File: src/rtl/mem_port_arbiter.sv
// Shares one single-ported memory between the core and an external loader port.
// One transaction in flight at a time. The fixed read latency counts from the grant edge.
module mem_port_arbiter #(
  parameter int ADDR_W      = 32,
  parameter int DATA_W      = 32,
  parameter int MEM_LATENCY = 1
) (
  input  logic              clk,
  input  logic              resetn,
  input  logic              cpu_req,
  input  logic              cpu_we,
  input  logic [ADDR_W-1:0] cpu_addr,
  input  logic [DATA_W-1:0] cpu_wdata,
  output logic              cpu_gnt,
  output logic              cpu_done,
  output logic [DATA_W-1:0] cpu_rdata,
  output logic              cpu_halted,
  input  logic              ext_req,
  input  logic              ext_we,
  input  logic [ADDR_W-1:0] ext_addr,
  input  logic [DATA_W-1:0] ext_wdata,
  output logic              ext_gnt,
  output logic              ext_done,
  output logic [DATA_W-1:0] ext_rdata,
  input  logic              ext_halt,
  output logic              mem_read,
  output logic              mem_write,
  output logic [ADDR_W-1:0] mem_addr,
  output logic [DATA_W-1:0] mem_wdata,
  input  logic [DATA_W-1:0] mem_rdata
);

  typedef enum logic [1:0] {S_IDLE, S_ISSUE, S_WAIT} state_e;
  typedef enum logic {OWN_CPU, OWN_EXT} owner_e;

  state_e              state_q, state_d;
  owner_e              owner_q, owner_d, last_owner_q, last_owner_d;
  logic [3:0]          lat_cnt_q, lat_cnt_d;
  logic                we_q, we_d;
  logic [ADDR_W-1:0]   mem_addr_q, mem_addr_d;
  logic [DATA_W-1:0]   mem_wdata_q, mem_wdata_d;
  logic                mem_read_q, mem_read_d, mem_write_q, mem_write_d;
  logic                cpu_done_q, cpu_done_d, ext_done_q, ext_done_d;
  logic [DATA_W-1:0]   cpu_rdata_q, cpu_rdata_d, ext_rdata_q, ext_rdata_d;
  logic                cpu_halted_q, cpu_halted_d;
  logic                cpu_elig, ext_elig, grant_cpu, grant_ext;

  // Round-robin only matters on a tie; a halted core is simply ineligible.
  assign cpu_elig  = cpu_req && !ext_halt;
  assign ext_elig  = ext_req;
  assign grant_cpu = (state_q == S_IDLE) && cpu_elig && (!ext_elig || last_owner_q == OWN_EXT);
  assign grant_ext = (state_q == S_IDLE) && ext_elig && (!cpu_elig || last_owner_q == OWN_CPU);

  always_comb begin
    state_d      = state_q;
    owner_d      = owner_q;
    last_owner_d = last_owner_q;
    lat_cnt_d    = lat_cnt_q;
    we_d         = we_q;
    mem_addr_d   = mem_addr_q;
    mem_wdata_d  = mem_wdata_q;
    mem_read_d   = 1'b0;
    mem_write_d  = 1'b0;
    cpu_done_d   = 1'b0;
    ext_done_d   = 1'b0;
    cpu_rdata_d  = cpu_rdata_q;
    ext_rdata_d  = ext_rdata_q;
    cpu_halted_d = ext_halt && !(state_q != S_IDLE && owner_q == OWN_CPU);
    case (state_q)
      S_IDLE: begin
        if (grant_cpu || grant_ext) begin
          owner_d      = grant_cpu ? OWN_CPU : OWN_EXT;
          last_owner_d = owner_d;
          we_d         = grant_cpu ? cpu_we    : ext_we;
          mem_addr_d   = grant_cpu ? cpu_addr  : ext_addr;
          mem_wdata_d  = grant_cpu ? cpu_wdata : ext_wdata;
          mem_read_d   = !we_d;
          mem_write_d  = we_d;
          lat_cnt_d    = 4'(MEM_LATENCY);
          state_d      = S_ISSUE;
        end
      end
      S_ISSUE, S_WAIT: begin
        lat_cnt_d = lat_cnt_q - 4'd1;
        state_d   = S_WAIT;
        // lat_cnt==1 marks the cycle mem_rdata is valid; with latency 1 that is the strobe cycle.
        if (lat_cnt_q == 4'd1) begin
          state_d = S_IDLE;
          if (owner_q == OWN_CPU) begin
            cpu_done_d = 1'b1;
            if (!we_q) cpu_rdata_d = mem_rdata;
          end else begin
            ext_done_d = 1'b1;
            if (!we_q) ext_rdata_d = mem_rdata;
          end
        end
      end
      default: state_d = S_IDLE;
    endcase
  end

  always_ff @(posedge clk) begin
    if (resetn) begin
      state_q      <= S_IDLE;
      owner_q      <= OWN_EXT;
      last_owner_q <= OWN_EXT;
      lat_cnt_q    <= 4'd0;
      we_q         <= 1'b0;
      mem_addr_q   <= '0;
      mem_wdata_q  <= '0;
      mem_read_q   <= 1'b0;
      mem_write_q  <= 1'b0;
      cpu_done_q   <= 1'b0;
      ext_done_q   <= 1'b0;
      cpu_rdata_q  <= '0;
      ext_rdata_q  <= '0;
      cpu_halted_q <= 1'b0;
    end else begin
      state_q      <= state_d;
      owner_q      <= owner_d;
      last_owner_q <= last_owner_d;
      lat_cnt_q    <= lat_cnt_d;
      we_q         <= we_d;
      mem_addr_q   <= mem_addr_d;
      mem_wdata_q  <= mem_wdata_d;
      mem_read_q   <= mem_read_d;
      mem_write_q  <= mem_write_d;
      cpu_done_q   <= cpu_done_d;
      ext_done_q   <= ext_done_d;
      cpu_rdata_q  <= cpu_rdata_d;
      ext_rdata_q  <= ext_rdata_d;
      cpu_halted_q <= cpu_halted_d;
    end
  end

  assign cpu_gnt    = grant_cpu && !resetn;
  assign ext_gnt    = grant_ext && !resetn;
  assign cpu_done   = cpu_done_q;
  assign ext_done   = ext_done_q;
  assign cpu_rdata  = cpu_rdata_q;
  assign ext_rdata  = ext_rdata_q;
  assign cpu_halted = cpu_halted_q;
  assign mem_read   = mem_read_q;
  assign mem_write  = mem_write_q;
  assign mem_addr   = mem_addr_q;
  assign mem_wdata  = mem_wdata_q;

endmodule

File: config.mk
export PLATFORM = sky130hd
export DESIGN_NAME = mem_port_arbiter
export DESIGN_NICKNAME = d
export VERILOG_FILES = /design/src/rtl/mem_port_arbiter.sv
export SDC_FILE = /design/constraint.sdc
export NUM_CORES = 1
export LEC_CHECK = 0
export BUFFER_PORTS_ARGS = -buffer_cell sky130_fd_sc_hd__buf_2
export CAP_MARGIN = 10
export CORE_AREA = 2 2 117 119
export CTS_CLUSTER_SIZE = 10
export DETAILED_ROUTE_END_ITERATION = 6
export DIE_AREA = 0 0 119 121
export PLACE_DENSITY_LB_ADDON = 0.15
export SETUP_SLACK_MARGIN = 0.1
export SLEW_MARGIN = 20
export SYNTH_ARGS = -nofsm -noshare
export SYNTH_HDL_FRONTEND = slang
export SYNTH_SLANG_ARGS = --single-unit
File: constraint.sdc
create_clock -name clk -period 3.12 [get_ports clk]
set_clock_uncertainty 0.1 [all_clocks]
set_input_delay 0.468 -clock clk [delete_from_list [all_inputs] [get_ports clk]]
set_output_delay 0.468 -clock clk [all_outputs]
set_load 0.005 [all_outputs]
== After elaboration in Yosys (flattened, before gate mapping) ==
Index checks and enable logic that the tools add are counted.
W data, S select, Z words.

* Output and inout port bits: 135
* Word-level logic and storage cells: 63
* Flip-flop bits (word level): 141
* Input bits: 167

* Equality and inequality tests: 4
* Add/sub/neg operators: 1
* Multiplexer cells: 11
* Reduce and logical (&&, ||, !) cells: 28
* Bitwise logic cells: 6

{| class="wikitable"
|+ Operator list
! kind !! count
|-
| $mux W32 || 2
|-
| $logic_and A1 B1 Y1 || 9
|-
| $pmux W4 S2 || 1
|-
| $reduce_and A4 Y1 || 2
|-
| $logic_not A1 Y1 || 6
|-
| $not A1 Y1 || 6
|-
| $reduce_or A3 Y1 || 2
|-
| $eq A4 B1 Y1 const B || 1
|-
| $mux W1 || 4
|-
| $mux W2 || 2
|-
| $mux W4 || 1
|-
| $pmux W2 S2 || 1
|-
| $reduce_and A2 Y1 || 2
|-
| $reduce_bool A2 Y1 || 2
|-
| $sub A4 B1 Y4 const B || 1
|-
| $logic_or A1 B1 Y1 || 3
|-
| $eq A2 B1 Y1 const B || 1
|-
| $eq A2 B2 Y1 const B || 1
|-
| $logic_not A2 Y1 || 1
|-
| $ne A2 B1 Y1 const B || 1
|-
| $reduce_or A2 Y1 || 1
|}

== Longest topological paths before layout ==
Gate-level depths: netlist (run 1).

* Depth after elaboration: 8
* Mapped depth: 8
* Mapped depth without buffers: 6

== Worst setup path after synthesis (run 1) ==
Ideal clock, no wire load.

* Kind: register to output
* Start point: reg state_q[0]
* End point: out cpu_gnt
* Data arrival time: 1390 ps
* Buffers on the path: 2
* Required time: 2552 ps
* Cell stages (with the launch flop): 8
* Setup slack: 1162 ps
* Cells stage by stage: dfxtp_1 -> inv_1 -> ha_1 -> nand3b_1 -> a21oi_2 -> buf_4 -> buf_6 -> nor2b_1

* Longest elaborated chain between the ends: 4

{| class="wikitable"
|+ Ends and longest elaborated chain
! what !! line !! source
|-
| from (decl) || 36 || <nowiki>state_e state_q, state_d;</nowiki>
|-
| from (signal assigned) || 119 || <nowiki>state_q <= state_d;</nowiki>
|-
| $logic_not A2 Y1 || 51 || <nowiki>assign grant_cpu = (state_q == S_IDLE) && cpu_elig && (!ext_elig || last_owner_q == OWN_EXT);</nowiki>
|-
| $logic_and A1 B1 Y1 (2 in a row) || 51 ||
|-
| $logic_and A1 B1 Y1 || 136 || <nowiki>assign cpu_gnt = grant_cpu && !resetn;</nowiki>
|-
| to (decl) || 14 || <nowiki>output logic cpu_gnt,</nowiki>
|}

Every way passes these cells.

== Worst setup path in the final report (run 1) ==
Same ends and word-level chain as after synthesis.

==> impl_metrics.json, run 1 <==
{
  "final-setup-viol-count": 0,
  "grt_pass1_wl_mm": 23.8,
  "netlist-cell-type-count": 34,
  "drt_first_iter_violations": 319,
  "total_die_area_sq_mm": 0.0144,
  "layout.cells.most_common": "sky130_fd_sc_hd__buf_2",
  "final_cycle_utilization_of_the_critical_path": 0.774,
  "rows": 42,
  "routedWlPerCell_um": 14.6,
  "cp_data_arrival_time_ns": 1.85,
  "cts_resized": 0,
  "syn_inst": 565,
  "worst-slew-pin-transition_ns": 0.741,
  "cellPowerDensity_mw_per_mm2": 727,
  "vias_per_cell": 4.95,
  "routed-via-count": 5126,
  "reg2reg_slack_ns": 0.76,
  "totalNegativeSetupSlack_ns": 0,
  "grt_antenna_before_repair": 0,
  "routabilityCongestion": 0.797,
  "antenna_cells_inserted": 0,
  "cts_max_path_buffers": 2,
  "rr_startpoint": "state_q[0]",
  "ctsHtreeMaxLevel": 4,
  "worst_setup_path_startpoint": "state_q[0]",
  "outcome": "finished, final reports clean",
  "place.port_buffers": 301,
  "final_global_route_overflow_total": 0,
  "hold_violations": 0,
  "grt_start_max_net_pins": 68,
  "netlist_area_sq_mm": 0.00548,
  "vdd_drop_max_mv": 0.355,
  "cap_violations": 0,
  "drive_gt1_frac": 0.406,
  "design.final.nets": 1020,
  "post_layout_cell_count": 1036,
  "layout_common_cells": "sky130_fd_sc_hd__buf_2 (301), sky130_fd_sc_hd__dfxtp_1 (141), sky130_fd_sc_hd__nand2_1 (133), sky130_fd_sc_hd__a21oi_1 (66)",
  "final_critical_path_required_period_ns": 2.41,
  "postRouteAntennaNets": 0,
  "syn-mean-instance-area_sq_um": 9.71,
  "die_w_um": 119,
  "rsz_0062_raised_after_global_routing": "false",
  "cts_hold_buf": 0,
  "routed_wl_mm": 15.2,
  "path_class": "reg2out",
  "detail_route.drc_violations": 0,
  "total_number_of_clock_tree_sinks": 141,
  "achievable-frequency_ghz": 0.414,
  "post-place-cells": 1006,
  "drt_first_pass_iters": 4,
  "flow.area_growth_from_synthesis_pct": 39.6,
  "clock_pin_slew_on_the_worst_setup_and_hold_paths_ns": 0.06,
  "timing.hold.worst.start": "mem_rdata[23]",
  "yosysWarnings": 0,
  "die_height_um": 121,
  "cell_at_the_root_of_the_clock_tree": "sky130_fd_sc_hd__clkbuf_16",
  "place.detailed.hpwl_mm": 11.0,
  "class_of_the_tightest_hold_or_removal_check": "in2reg",
  "power.leakage_uw": 0.00342,
  "cts_made_buffers": 17,
  "clock_latency_ns": 0.40,
  "ios": 302,
  "cp.required_ns": 2.55,
  "slew_headroom": 0.506,
  "critical_path_fanouts_max": 7,
  "final-max-slew-violation-count": 0,
  "effective_utilization_at_floorplan": 0.419,
  "synth_seq_area_share": 0.515,
  "cts_setup_buffers": 0,
  "timing.critical_path.from_type": "flip-flop",
  "grtUsageTotal": 0.206,
  "clock_tree_from_tritoncts": "built",
  "core-area_sq_mm": 0.0131,
  "via_count_of_the_first_global_routing_pass": 4882,
  "syn_nets": 736,
  "ys_seq_elements": 141,
  "critPathCaptureType": "primary output"
}
-- critical path, stage by stage (launching register included) --
cell	delay (ns)
sky130_fd_sc_hd__dfxtp_1	0.30
sky130_fd_sc_hd__inv_1	0.09
sky130_fd_sc_hd__ha_1	0.32
sky130_fd_sc_hd__nand3b_1	0.18
sky130_fd_sc_hd__a21oi_4	0.21
sky130_fd_sc_hd__nor2b_1	0.18
sky130_fd_sc_hd__buf_2	0.15
-- logic make-up (layout without fill, tap and decap cells) --
family                     count (synthesis)  in the layout  synth area share
buffers and inverters                     49            344            0.0525
muxes                                     66             66             0.121
AOI/OAI and AO/OA                        141            141             0.176
DFF                                      141            141             0.515
adders and majority gates                  4              4           0.00913
and+or+nand+nor                          164            164             0.127
-- flip-flops by register name, summed over array words and instances, names as in the netlist, 2 cells and up --
signal	count
cpu_rdata	32
ext_rdata	32
mem_addr	32
mem_wdata	32
lat_cnt_q	4
state_q	2
-- cell usage after synthesis --
cell type,number,share of area
sky130_fd_sc_hd__nor2_1,6,0.0041
sky130_fd_sc_hd__mux2_2,1,0.0021
sky130_fd_sc_hd__or2_1,1,0.0011
sky130_fd_sc_hd__o22ai_1,1,0.0011
sky130_fd_sc_hd__nand3b_1,3,0.0041
sky130_fd_sc_hd__buf_1,2,0.0014
sky130_fd_sc_hd__a21oi_2,1,0.0016
sky130_fd_sc_hd__o21ai_0,2,0.0018
sky130_fd_sc_hd__clkbuf_1,10,0.0068
sky130_fd_sc_hd__ha_1,4,0.0091
sky130_fd_sc_hd__a31oi_1,3,0.0034
sky130_fd_sc_hd__nor3_2,2,0.0037
sky130_fd_sc_hd__nand4bb_2,1,0.0030
sky130_fd_sc_hd__a21oi_1,67,0.061
sky130_fd_sc_hd__buf_4,1,0.0014
sky130_fd_sc_hd__o2bb2ai_1,65,0.10
sky130_fd_sc_hd__inv_1,5,0.0034
sky130_fd_sc_hd__nor2b_1,3,0.0034
sky130_fd_sc_hd__inv_2,1,0.00068
sky130_fd_sc_hd__or2_2,1,0.0011
sky130_fd_sc_hd__a32oi_1,1,0.0016
sky130_fd_sc_hd__buf_6,10,0.021
sky130_fd_sc_hd__nor3b_1,1,0.0014
sky130_fd_sc_hd__nand2_1,134,0.092
sky130_fd_sc_hd__and3_1,1,0.0011
sky130_fd_sc_hd__or3_1,2,0.0023
sky130_fd_sc_hd__mux2i_1,65,0.12
sky130_fd_sc_hd__nand2b_1,2,0.0023
sky130_fd_sc_hd__nor3_1,5,0.0046
sky130_fd_sc_hd__dfxtp_1,141,0.51
sky130_fd_sc_hd__a211oi_1,1,0.0014
sky130_fd_sc_hd__nand4b_1,1,0.0016
sky130_fd_sc_hd__buf_2,20,0.018
sky130_fd_sc_hd__nor2b_2,1,0.0016
-- layer usage --
metal / wire length (um) / track usage / vias up
met5: 0 / 0 / -
met4: 183 / 0.0647 / 0
met3: 1030 / 0.0606 / 14
met2: 7550 / 0.359 / 201
met1: 6400 / 0.245 / 2364
li1: - / - / 2547
-- final timing paths --
path | depth (start not counted) | to
worst max-delay path | 6 | cpu_gnt
worst min register to register | 2 | cpu_rdata[26]
worst max register to register | 6 | cpu_rdata[15]
worst min-delay path | 3 | ext_rdata[23]
-- area by class of cell --
| class | instances | area, sq um |
|---|---|---|
| multi-input cells | 375 | 2410 |
| clock inverters | 9 | 136 |
| fillers | 1126 | 5430 |
| inverters | 6 | 22.5 |
| flip-flops and latches | 141 | 2820 |
| clock buffers | 21 | 470 |
| well taps | 176 | 220 |
| repair buffers | 308 | 1570 |
-- stage by stage --
stage | util | worst slack [ns] | area, sq um | hold WS, ns | power [uW]
2_1_floorplan | - | 1.16 | 5480 | 0.353 | 3030
3_3_place_gp | 0.538 | 0.717 | 7040 | 0.338 | 3520
3_5_place_dp | 0.538 | 0.647 | 7040 | 0.341 | 3550
4_1_cts | 0.585 | 0.638 | 7650 | 0.193 | 5620
5_1_grt | 0.585 | 0.549 | 7650 | 0.196 | 5860
6_report | 0.585 | 0.706 | 7650 | 0.207 | 5560
-- where the power goes --
group	internal, uW	switching, uW	leakage [uW]
combinational	570	704	0.00198
sequential	2080	156	0.00115
clock	1320	736	0.000292
Note: power is estimated with default switching activity, not from simulation.
==> run 2, diff against run 1 <==
--- a/config.mk
+++ b/config.mk
@@ -5,12 +5,13 @@
 export SDC_FILE = /design/constraint.sdc
 export NUM_CORES = 1
 export LEC_CHECK = 0
+export ABC_AREA = 1
 export BUFFER_PORTS_ARGS = -buffer_cell sky130_fd_sc_hd__buf_2
 export CAP_MARGIN = 10
-export CORE_AREA = 2 2 117 119
+export CORE_MARGIN = 2
+export CORE_UTILIZATION = 42
 export CTS_CLUSTER_SIZE = 10
 export DETAILED_ROUTE_END_ITERATION = 6
-export DIE_AREA = 0 0 119 121
 export PLACE_DENSITY_LB_ADDON = 0.15
 export SETUP_SLACK_MARGIN = 0.1
 export SLEW_MARGIN = 20
==> constraint.sdc (replaced) <==
create_clock -name clk -period 2.15 [get_ports clk]
set_clock_uncertainty 0.1 [all_clocks]
set_input_delay 0.3225 -clock clk [delete_from_list [all_inputs] [get_ports clk]]
set_output_delay 0.3225 -clock clk [all_outputs]
set_load 0.005 [all_outputs]
==> run 2 against run 1 <==
Compared with the run above: synthesized cell count up 65%; global-route usage rose by 2.3 points; critical path depth unchanged; critical path type unchanged; largest cell class unchanged.
==> impl_metrics.json, run 2 <==
{
  "vias_per_cell": 4.85,
  "r2r_cells": 10,
  "cp_data_arrival_time_ns": 1.51,
  "post-place-cells": 1372,
  "clock_tree_from_tritoncts": "built",
  "grtUsageTotal": 0.229,
  "cts_hold_buf": 0,
  "via_count_of_the_first_global_routing_pass": 6082,
  "path_class": "reg2out",
  "drt_first_pass_iters": 4,
  "post-synth-top-count-cell": "sky130_fd_sc_hd__nand2_1",
  "die_height_um": 128,
  "ctsHtreeMaxLevel": 4,
  "grt_antenna_before_repair": 0,
  "design.final.nets": 1376,
  "final-max-slew-violation-count": 0,
  "timing.critical_path.from_type": "flip-flop",
  "critical_path_fanouts_max": 5,
  "worst_setup_path_startpoint": "state_q[1]",
  "netlist_area_sq_mm": 0.00642,
  "worstPathBufferInverterCount": 2,
  "design_area_sq_mm": 0.00861,
  "final_global_route_overflow_total": 0,
  "timing.hold.worst.start": "mem_rdata[20]",
  "effective_utilization_at_floorplan": 0.426,
  "worst_slack_ns": 0.215,
  "routabilityCongestion": 0.855,
  "power.leakage_uw": 0.00494,
  "die_w_um": 128,
  "critical_register_to_register_path_endpoint": "lat_cnt_q[2]",
  "total_number_of_clock_tree_sinks": 141,
  "syn-mean-instance-area_sq_um": 6.87,
  "netlist-cell-type-count": 24,
  "layout.cells.most_common": "sky130_fd_sc_hd__buf_2",
  "async_flop_share": 0,
  "cellPowerDensity_mw_per_mm2": 1050,
  "rr_startpoint": "state_q[1]",
  "cts_made_buffers": 17,
  "rows": 45,
  "flow.area_growth_from_synthesis_pct": 34.1,
  "gr_met2_demand_resource": 0.364,
  "place.detailed.hpwl_mm": 13.2,
  "place_worst_setup_slack_ns": 0.398,
  "clock_pin_slew_on_the_worst_setup_and_hold_paths_ns": 0.06,
  "clock_latency_ns": 0.41,
  "cell_at_the_root_of_the_clock_tree": "sky130_fd_sc_hd__clkbuf_16",
  "path_depth": 6,
  "synth_top_family_by_area": "simple AND/OR/NAND/NOR gates",
  "ys_seq_elements": 141,
  "netlist.area_leader.share": 0.440,
  "outcome": "finished, final reports clean",
  "cp.required_ns": 1.73,
  "synth.largest_area_cell": "sky130_fd_sc_hd__dfxtp_1",
  "grt_util_met1": 0.308,
  "final_critical_path_required_period_ns": 1.94,
  "slew_headroom": 0.609,
  "achievable-frequency_ghz": 0.517,
  "hold_slack_ns": 0.0466,
  "drt_first_iter_violations": 345,
  "worst-slew-pin-transition_ns": 0.587,
  "core-area_sq_mm": 0.0151,
  "syn_inst": 934,
  "yosys.area_share.simple": 0.351,
  "synth.area.mux_share": 0,
  "multiInputGateArea_sq_mm": 0.00271,
  "synth_seq_area_share": 0.440,
  "ios": 302,
  "final_cycle_utilization_of_the_critical_path": 0.900,
  "grt_pass1_wl_mm": 30.4,
  "synth_edf_count": 0,
  "class_of_the_tightest_hold_or_removal_check": "in2reg",
  "grt_start_max_net_pins": 69,
  "vdd_drop_max_mv": 0.608,
  "critPathCaptureType": "primary output",
  "routed-via-count": 6813,
  "cap_violations": 0,
  "drive_gt1_frac": 0.309,
  "total_die_area_sq_mm": 0.0163,
  "end_point_of_the_critical_path": "ext_gnt",
  "antenna_cells_inserted": 0,
  "post_synth_main_area_contributors": "sky130_fd_sc_hd__dfxtp_1 (44%), sky130_fd_sc_hd__nand2_1 (12%), sky130_fd_sc_hd__inv_1 (8.3%)",
  "filler_cell_count": 1509,
  "synthXorXnorAreaFrac": 0,
  "regArea_sq_mm": 0.00282,
  "totalNegativeSetupSlack_ns": 0,
  "grt_most_used_layer": "met2",
  "critical_path.top_delay_family": "flip-flops",
  "synth_fa_ha_area_frac": 0.00779,
  "timing.critical_path.slowest_cell_delay_ns": 0.31,
  "hold_depth": 3,
  "hold_violations": 0,
  "layout_common_cells": "sky130_fd_sc_hd__buf_2 (301), sky130_fd_sc_hd__nand2_1 (209), sky130_fd_sc_hd__dfxtp_1 (141), sky130_fd_sc_hd__inv_1 (140), sky130_fd_sc_hd__nand3_1 (73)",
  "final-setup-viol-count": 0,
  "detail_route.drc_violations": 0,
  "area_after_dpl_sq_mm": 0.00803,
  "syn_nets": 1105,
  "cts_max_path_buffers": 2,
  "synth_flop_cell": "sky130_fd_sc_hd__dfxtp_1",
  "critical-path-slowest-cell": "sky130_fd_sc_hd__dfxtp_1",
  "yosysWarnings": 0,
  "crit_path_cell_trace": "inv_2 > ha_4 > nand2_2 > o21bai_2 > nor2_2 > buf_2",
  "synth_commonest_cells": "sky130_fd_sc_hd__nand2_1 (210), sky130_fd_sc_hd__inv_1 (142), sky130_fd_sc_hd__dfxtp_1 (141), sky130_fd_sc_hd__nand3_1 (74), sky130_fd_sc_hd__nor2_1 (72)",
  "routed_wl_mm": 19.2,
  "routedWlPerCell_um": 13.6,
  "reg2reg_slack_ns": 0.37,
  "met3_demand_to_capacity_share_in_global_routing": 0.0586,
  "place.port_buffers": 301,
  "synth_compound_area_frac": 0.0581,
  "postRouteAntennaNets": 0,
  "rsz_0062_raised_after_global_routing": "false",
  "post_layout_cell_count": 1405
}
-- run 2: changes by cell type in the layout (fill, tap and decap cells not counted), sizes merged, moves of 67 or more --
cell   previous run  this run
inv               7       149
nand2           134       212
nand3             0        78
nor2              6        76
nand4             0        67
-- run 2: area by class of cell --
type	count	share of cell area
clock buffer	18	0.0510
multi-input combinational	575	0.315
tap	188	0.0273
clock inverter	13	0.0137
inverter	147	0.0641
sequential	141	0.328
timing repair buffer	323	0.201
-- run 2: worst min-delay path, stage by stage --
cell and delay (ns):
sky130_fd_sc_hd__buf_2 0.09, sky130_fd_sc_hd__nor3_1 0.04, sky130_fd_sc_hd__nor2_1 0.08
-- run 2: report_power, final --
group | switching, uW | internal (uW)
sequential | 257 | 3130
combinational | 1840 | 1080
clock | 1150 | 1620
total | 3240 | 5830
-- run 2: how the worst min path moves through the flow --
| stage | endpoint | slack [ns] |
|---|---|---|
| after floorplan | we_q | 0.33 |
| after global placement | mem_wdata[27] | 0.33 |
| after detailed placement | mem_wdata[15] | 0.33 |
| after CTS | ext_rdata[20] | 0.03 |
| after global routing | ext_rdata[20] | 0.05 |
| final | ext_rdata[20] | 0.05 |
-- run 2: kinds of logic after synthesis --
group,count (synthesis)
fa+ha+maj,4
simple gates,498
flops,141
compound gates,73
buf+inv,218
-- run 2: repair_timing --
item	CTS	global route
resized for setup	1	4
pin swaps	0	2
hold endpoints to repair	0	0
setup buffers	0	2
endpoints found under the setup margin	1	1
-- run 2: layer usage --
| layer | vias to the layer above | wire (um) |
|---|---|---|
| li1 | 3525 | - |
| met1 | 2990 | 8570 |
| met2 | 274 | 8750 |
| met3 | 24 | 1500 |
| met4 | 0 | 322 |
| met5 | - | 0 |
-- run 2: stage by stage --
| stage | utilization | total power [uW] |
|---|---|---|
| after floorplan | - | 5210 |
| after global placement | 0.532 | 6280 |
| after detailed placement | 0.532 | 6300 |
| after CTS | 0.569 | 9120 |
| after global routing | 0.571 | 9660 |
| final | 0.571 | 9080 |
